`config.mk`:
```
export PLATFORM = sky130hd
export DESIGN_NAME = weighted_rr_queue_arbiter
export DESIGN_NICKNAME = d
export VERILOG_FILES = /design/src/rtl/weighted_rr_queue_arbiter.sv
export SDC_FILE = /design/constraint.sdc
export NUM_CORES = 1
export LEC_CHECK = 0
export ABC_AREA = 1
export BUFFER_PORTS_ARGS = -buffer_cell sky130_fd_sc_hd__buf_4
export CORE_ASPECT_RATIO = 0.5
export CORE_MARGIN = 2
export CORE_UTILIZATION = 52
export DETAILED_ROUTE_END_ITERATION = 10
export GPL_ROUTABILITY_DRIVEN = 0
export HOLD_SLACK_MARGIN = 0.02
export PLACE_DENSITY = 0.76
export REMOVE_ABC_BUFFERS = 1
export SETUP_SLACK_MARGIN = 0.3
export SKIP_CTS_REPAIR_TIMING = 1
export SYNTH_ARGS = -nofsm -noshare
export SYNTH_HDL_FRONTEND = slang
export SYNTH_SLANG_ARGS = --single-unit
export TNS_END_PERCENT = 10
```
`constraint.sdc`:
```
create_clock -name clk -period 3.2 [get_ports clk]
set_clock_uncertainty 0.2 [all_clocks]
set_input_delay 0.48 -clock clk [delete_from_list [all_inputs] [get_ports clk]]
set_output_delay 0.48 -clock clk [all_outputs]
set_load 0.03 [all_outputs]
```
`src/rtl/weighted_rr_queue_arbiter.sv`:
```
// Weighted round-robin arbiter with per-channel pending-request counters.
// Each channel queues up to DEPTH requests. The owner keeps the grant for up
// to its weight of back-to-back transfers, then ownership rotates. grant,
// grant_valid and drop are driven straight from registers.
module weighted_rr_queue_arbiter #(
   parameter int N     = 4,
   parameter int DEPTH = 4,
   parameter int WW    = 4
) (
   input  logic            clk,
   input  logic            rst,
   input  logic [N-1:0]    req,
   input  logic [N*WW-1:0] weight,
   input  logic            grant_ready,
   output logic [N-1:0]    grant,
   output logic            grant_valid,
   output logic [N-1:0]    drop
);

   localparam int CW = $clog2(DEPTH + 1);
   localparam int OW = (N > 1) ? $clog2(N) : 1;

   logic [CW-1:0] cnt_q [N];
   logic [CW-1:0] cnt_d [N];
   logic [OW-1:0] owner_q, owner_d;
   logic [WW-1:0] burst_q, burst_d;
   logic [N-1:0]  grant_q, grant_d;
   logic          grant_valid_q, grant_valid_d;
   logic [N-1:0]  drop_q, drop_d;

   logic          hs;
   logic [N-1:0]  hs_vec;
   logic          found;
   logic [OW-1:0] pick;
   logic [OW-1:0] scan_idx;
   logic [WW-1:0] w_own;
   logic [WW-1:0] ew;
   logic [WW:0]   burst_inc;

   // Per-channel queue counters: enqueue on req, dequeue on handshake, drop when full.
   always_comb begin
      hs     = grant_valid_q & grant_ready;
      hs_vec = '0;
      drop_d = '0;
      for (int unsigned i = 0; i < N; i++) begin
         hs_vec[i] = hs && (owner_q == OW'(i));
         cnt_d[i]  = cnt_q[i];
         if (req[i] && !hs_vec[i]) begin
            if (cnt_q[i] == CW'(DEPTH)) begin
               drop_d[i] = 1'b1;
            end else begin
               cnt_d[i] = cnt_q[i] + 1'b1;
            end
         end else if (hs_vec[i] && !req[i]) begin
            cnt_d[i] = cnt_q[i] - 1'b1;
         end
      end
   end

   // Next-owner scan on updated counts: owner+1 .. owner+N-1, then owner itself last.
   always_comb begin
      found    = 1'b0;
      pick     = owner_q;
      scan_idx = owner_q;
      for (int unsigned k = 1; k <= N; k++) begin
         scan_idx = OW'((32'(owner_q) + k) % N);
         if (!found && (cnt_d[scan_idx] != '0)) begin
            found = 1'b1;
            pick  = scan_idx;
         end
      end
   end

   // Live effective weight of the current owner (0 counts as 1).
   always_comb begin
      w_own     = weight[32'(owner_q)*WW +: WW];
      ew        = (w_own == '0) ? WW'(1) : w_own;
      burst_inc = {1'b0, burst_q} + 1'b1;
   end

   // Ownership and burst update: rotate on burst end or drained owner, reselect when idle,
   // hold everything under backpressure.
   always_comb begin
      owner_d = owner_q;
      burst_d = burst_q;
      if (hs) begin
         if ((burst_inc >= {1'b0, ew}) || (cnt_d[owner_q] == '0)) begin
            burst_d = '0;
            if (found) begin
               owner_d = pick;
            end
         end else begin
            burst_d = burst_q + 1'b1;
         end
      end else if (!grant_valid_q && found) begin
         owner_d = pick;
         burst_d = '0;
      end
      // Outputs are registered, so they are precomputed from next-state values.
      grant_valid_d = (cnt_d[owner_d] != '0);
      grant_d       = grant_valid_d ? (N'(1) << owner_d) : '0;
   end

   // State and registered outputs; synchronous reset clears all pending work.
   always_ff @(posedge clk) begin
      if (rst) begin
         cnt_q         <= '{default: '0};
         owner_q       <= '0;
         burst_q       <= '0;
         grant_q       <= '0;
         grant_valid_q <= 1'b0;
         drop_q        <= '0;
      end else begin
         cnt_q         <= cnt_d;
         owner_q       <= owner_d;
         burst_q       <= burst_d;
         grant_q       <= grant_d;
         grant_valid_q <= grant_valid_d;
         drop_q        <= drop_d;
      end
   end

   assign grant       = grant_q;
   assign grant_valid = grant_valid_q;
   assign drop        = drop_q;

endmodule
```
; ---- Word level (Yosys, flattened, before mapping)
; Index checks and enable logic that the tools add are counted.
[word_totals]
regBits = 27
latch_bits = 0
ram_bits = 0
mem_bits_ro = 0
inputBits = 23
output_inout_bits = 9
wordCells = 147
mem_count = 0
[op_classes]
n_addsub = 14
multipliers = 0
div = 0
order_cmp = 7
n_eq_ne = 7
shift = 2
mux = 50
bitwise_logic = 12
n_reduce_logical = 43
[ops]
columns = cell, n
row1 = $mux 3, 24
row2 = $bmux 3 s2, 6
row3 = $ge 3x3->1 const B, 6
row4 = $not 2->3, 6
row5 = $logic_and 1x1->1, 16
row6 = $mux 2, 8
row7 = $mux 4, 4
row8 = $shiftx 16x5->4, 1
row9 = $reduce_bool 3->1, 5
row10 = $add 3x1->3 const B, 4
row11 = $eq 3x3->1 const B, 4
row12 = $logic_not 1->1, 12
row13 = $sub 3x1->3 const B, 4
row14 = $reduce_or 2->1, 5
row15 = $mux 1, 8
row16 = $add 4x1->5 const B, 1
row17 = $ge 5x4->1, 1
row18 = $not 1->1, 5
row19 = $add 2x1->2 const B, 2
row20 = $add 2x2->2 const B, 2
row21 = $add 4x1->4 const B, 1
row22 = $eq 2x2->1 const B, 2
row23 = $logic_not 4->1, 1
row24 = $shl 1x2->4 const A, 1
row25 = other kinds (6), 6

; ---- Longest topological paths before layout
[depth]
ltp_word = 29
mapped_depth = 27
mapped_depth_nobuf = 25

; ---- Least setup slack after synthesis
; No wires, ideal clock.
[synth_path]
kind = register -> register
start = register owner_q[0]
end = register grant_q[0], in the netlist grant[0]
setup_ns = 0.064
t_arrival_ns = 3.157
t_required_ns = 2.936
slack_ns = -0.221
stages_incl_launch_ff = 23
n_path_buf = 2
synth_period_minus_slack_ns = 3.421
path_cell_list = dfxtp_1 -> clkbuf_1 -> buf_1 -> o21ai_0 -> o22ai_1 -> inv_1 -> a31o_2 -> ha_1 -> inv_1 -> a21boi_0 -> o21ai_0 -> a21boi_0 -> a311oi_1 -> nand2_1 -> nand3_1 -> nand2_1 -> nand2_1 -> nand2_2 -> nand2_1 -> nand3_2 -> nand2_1 -> nand3_1 -> nor2_1
[synth_between]
elab_chain_len = 29
elab_cells_between_ends = 89
classes_between = add/sub (4) / order compare (1) / eq/ne (3) / shift (2) / mux (39) / bitwise (7) / reduce/logical (33)
[synth_lines]
columns = item, line_no
row1 = start: declaration, 25  ; logic [OW-1:0] owner_q, owner_d;
row2 = start signal: assignment, 115  ; owner_q <= owner_d;
row3 = "$eq 2x2->1, or another cell as far along", 46  ; hs_vec[i] = hs && (owner_q == OW'(i));
row4 = $logic_and 1x1->1, 46
row5 = $logic_and 1x1->1 or $logic_not 1->1 (tied branches), "54, 48"
row6 = $mux 3 or $logic_and 1x1->1 (tied branches), "54, 48"
row7 = $mux 3, 48  ; if (req[i] && !hs_vec[i]) begin
row8 = $bmux 3 s2, 67  ; if (!found && (cnt_d[scan_idx] != '0)) begin
row9 = $mux 3 (not written as such) (2 in series), 67
row10 = $reduce_bool 3->1, 67
row11 = [... 11 more ...], n/a
row12 = $mux 2 (on tied branches), "87, 95"
row13 = $mux 2, 86  ; if (hs) begin
row14 = $not 2->3 (not written as such), 100  ; grant_valid_d = (cnt_d[owner_d] != '0);
row15 = $bmux 3 s2, 100
row16 = $mux 3 (not written as such) (2 in series), 100
row17 = $reduce_bool 3->1, 100
row18 = $not 1->1 (no source line), n/a
row19 = $reduce_or 2->1 (no source line), n/a
row20 = end signal: assignment, 117  ; grant_q <= grant_d;
row21 = end: declaration, 27  ; logic [N-1:0] grant_q, grant_d;
; Parallel ways exist; a longest one is shown, timed or not. The select of a mux whose other input is x is not followed.
; A chain may end at the register's enable or synchronous reset.

; ---- Final worst setup path
[layout_path]
start = register owner_q[1]
end = register grant_q[2], in the netlist grant[2]
; Same word-level chain as after synthesis.

==> flow_metrics.py <==
metrics = {
    "cts": {
        "root_buffer": "clkbuf_8",
        "cts.sinks": 27,
        "cts_tree": "done",
        "path_clk_slew_ns": 0.10,
        "cts_buffers": 3,
        "clk_latency_ns": 0.28,
        "h-tree-depth": 1,
        "clock_path_buffers": 2,
    },
    "detailed_routing": {
        "drtPass1Iterations": 6,
        "vias": 2680,
        "drtIter0Drc": 190,
        "drc_errors": 0,
        "totalWireLength_mm": 6.60,
        "final_antenna_net_count": 0,
        "avgRoutedWirePerCell_um": 13.5,
        "viasPerCell": 5.48,
    },
    "critical_path": {
        "cp-end-kind": "flop",
        "worstPathMaxFanout": 6,
        "max_stage_delay_ns": 0.39,
        "cp-start-kind": "flop",
        "criticalPathCategory": "reg2reg",
        "critical_path.top_delay_family": "simple AND/OR/NAND/NOR gates",
        "cpMostUsedCell": "buf_4",
        "cp.required_ns": 3.19,
        "crit_buf_inv": 7,
        "arrival_ns": 3.14,
        "cp_cell_sequence": "clkinvlp_4 -> buf_4 -> ha_1 -> nand3_2 -> nand2_2 -> buf_4 -> nand3_2 -> nand2_2 -> nand2_1 -> nand2_1 -> nor2_2 -> nand3_2 -> nand2_4 -> buf_4 -> nand3_1 -> nand3_1 -> nand2_1 -> nand2_2 -> nand2_4 -> buf_4 -> buf_4 -> inv_1 -> nor2_1",
        "slowest_stage": "dfxtp_2",
    },
    "timing": {
        "fin_crit_sh_pct": 98.4,
        "max_clock_freq_mhz": 317,
        "worst_pin_slew_ns": 0.356,
        "rsz0062_at_grt": "true",
        "finalCriticalPeriod_ns": 3.15,
        "finalSetupTns_ns": 0,
        "setup_slack_ns": 0.0497,
        "hold_ws_ns": 0.293,
        "setup_violations": 0,
        "hold_viol": 0,
        "slew_violations": 0,
        "slew-limit-headroom_pct": 76.1,
    },
    "power_and_ir_drop": {
        "ir_worst_vdd_mv": 0.433,
        "leakage_nw": 1.53,
        "p_total_mw": 2.70,
        "power_density_nw_per_um2": 877,
    },
    "placement": {
        "dpl.hpwl_mm": 4.66,
        "dpl_worst_slack_ns": -0.0872,
        "numPortBuffers": 31,
    },
    "finish": {
        "diodes": 0,
        "final_net_count": 477,
        "fill_cells": 360,
        "syn2layout_area_growth_pct": 32.2,
        "drive_gt1_share_pct": 30.8,
        "fin_util_pct": 70.6,
    },
    "outcome": {
        "status": "completed",
    },
    "global_route": {
        "grt_pass1_vias": 2331,
        "grt_pass1_wl_mm": 10.2,
        "grt_use_total_pct": 24.6,
        "overflow": 0,
        "grt_max_degree": 24,
        "antenna_found_initial": 0,
    },
    "logic_synthesis": {
        "synth-edff-count": 0,
        "synth.cell_area_um2": 2330,
        "yosysTopAreaCell": "dfxtp_1",
        "synthFlopType": "dfxtp_1",
        "yosys-top-cells-area": "dfxtp_1 (23%), nand2_1 (21%), ha_1 (11%), nand3_1 (11%), inv_1 (6.6%)",
        "synth.most_common_cell": "nand2_1",
        "yosys_register_bits": 27,
        "syn_area_per_cell_um2": 6.04,
        "syn_inst": 385,
        "yosysWarnings": 0,
        "yosysSeqAreaShare_pct": 23.2,
        "synthDistinctLibCells": 29,
        "synthArstFlopShare_pct": 0,
        "synth.top_cells.by_count": "nand2_1 (131), nand3_1 (49), inv_1 (41), nor2_1 (32), dfxtp_1 (27)",
        "synth_top_area_share_pct": 23.2,
    },
    "floorplan": {
        "fp.dieArea_um2": 5060,
        "initial_core_util_pct": 53.4,
        "num_rows": 17,
        "io_pins": 32,
        "die_h_um": 51.3,
        "coreArea_um2": 4360,
        "dieWidth_um": 98.6,
    },
    "run": {
        "maxCapViolCount": 0,
    },
    "hold_path": {
        "hold_path.class": "reg2reg",
    },
}
==> power by group <==
group	switching [mW]	total, mW	internal (mW)
Clock	0.116	0.205	0.0887
Sequential	0.0729	0.482	0.409
Combinational	1.24	2.01	0.774
Total	1.43	2.70	1.27
==> stage by stage <==
step           instance area (µm²)  cells
6_report                      3080    489
5_1_grt                       3080    489
4_1_cts                       2720    479
3_5_place_dp                  2670    475
3_3_place_gp                  2670    475
2_1_floorplan                 2300    378
==> cell usage in the layout, fill, tap and decap left out, types with 4 or more instances in the layout <==
| cell type | Yosys | final |
|---|---|---|
| a21oi_1 | 22 | 20 |
| buf_4 | 0 | 46 |
| dfxtp_1 | 27 | 24 |
| ha_1 | 21 | 20 |
| inv_1 | 41 | 38 |
| nand2_1 | 131 | 110 |
| nand2_2 | 9 | 26 |
| nand2_4 | 0 | 4 |
| nand3_1 | 49 | 36 |
| nand3_2 | 5 | 16 |
| nand4_1 | 6 | 6 |
| nor2_1 | 32 | 23 |
| nor2_2 | 2 | 8 |
| nor3_1 | 7 | 7 |
==> state kept, by name (all words and copies together) (netlist names) <==
name,flops
cnt_q,12
burst_q,4
drop,4
grant,4
owner_q,2
grant_valid,1
==> layout make-up <==
class	instances	area (µm²)	share of cell area, %
Multi-Input combinational cell	309	1840	59.7
Sequential cell	27	547	17.8
Timing Repair Buffer	50	408	13.3
Inverter	42	164	5.33
Tap cell	57	71.3	2.32
Clock buffer	3	41.3	1.34
Clock inverter	1	7.51	0.244
==> path summary, 6_finish.rpt <==
check / startpoint / endpoint / slack (ns) / cells after the start
min: cnt_q[2]$_SDFF_PP0_ / drop[3]$_SDFF_PP0_ / 0.29 / 2
max: owner_q[1]$_SDFF_PP0_ / grant[2]$_SDFF_PP0_ / 0.05 / 23
min reg2reg: cnt_q[2]$_SDFF_PP0_ / drop[3]$_SDFF_PP0_ / 0.29 / 2
max reg2reg: owner_q[1]$_SDFF_PP0_ / grant[2]$_SDFF_PP0_ / 0.05 / 23
==> tightest hold or removal path, stage by stage (launching register included) <==
cell	delay, ns
dfxtp_1	0.33
nand2_1	0.08
nor3_1	0.05
==> routing by layer <==
layer	track usage [%]	part of all wire [%]	vias up
met1	33.5	45	1226
met4	2.74	1.2	0
li1	-	-	1350
met2	43.1	48	95
met3	3.83	5.7	9
met5	0	0	-
==> kinds of logic after synthesis <==
kind of cell	synth area share (%)
flops	23.2
xor+xnor	0.753
compound gates	10.4
fa+ha+maj	11.3
buf+inv	7.96
simple gates	46.3
No activity file was read; power rests on OpenSTA's default activity.
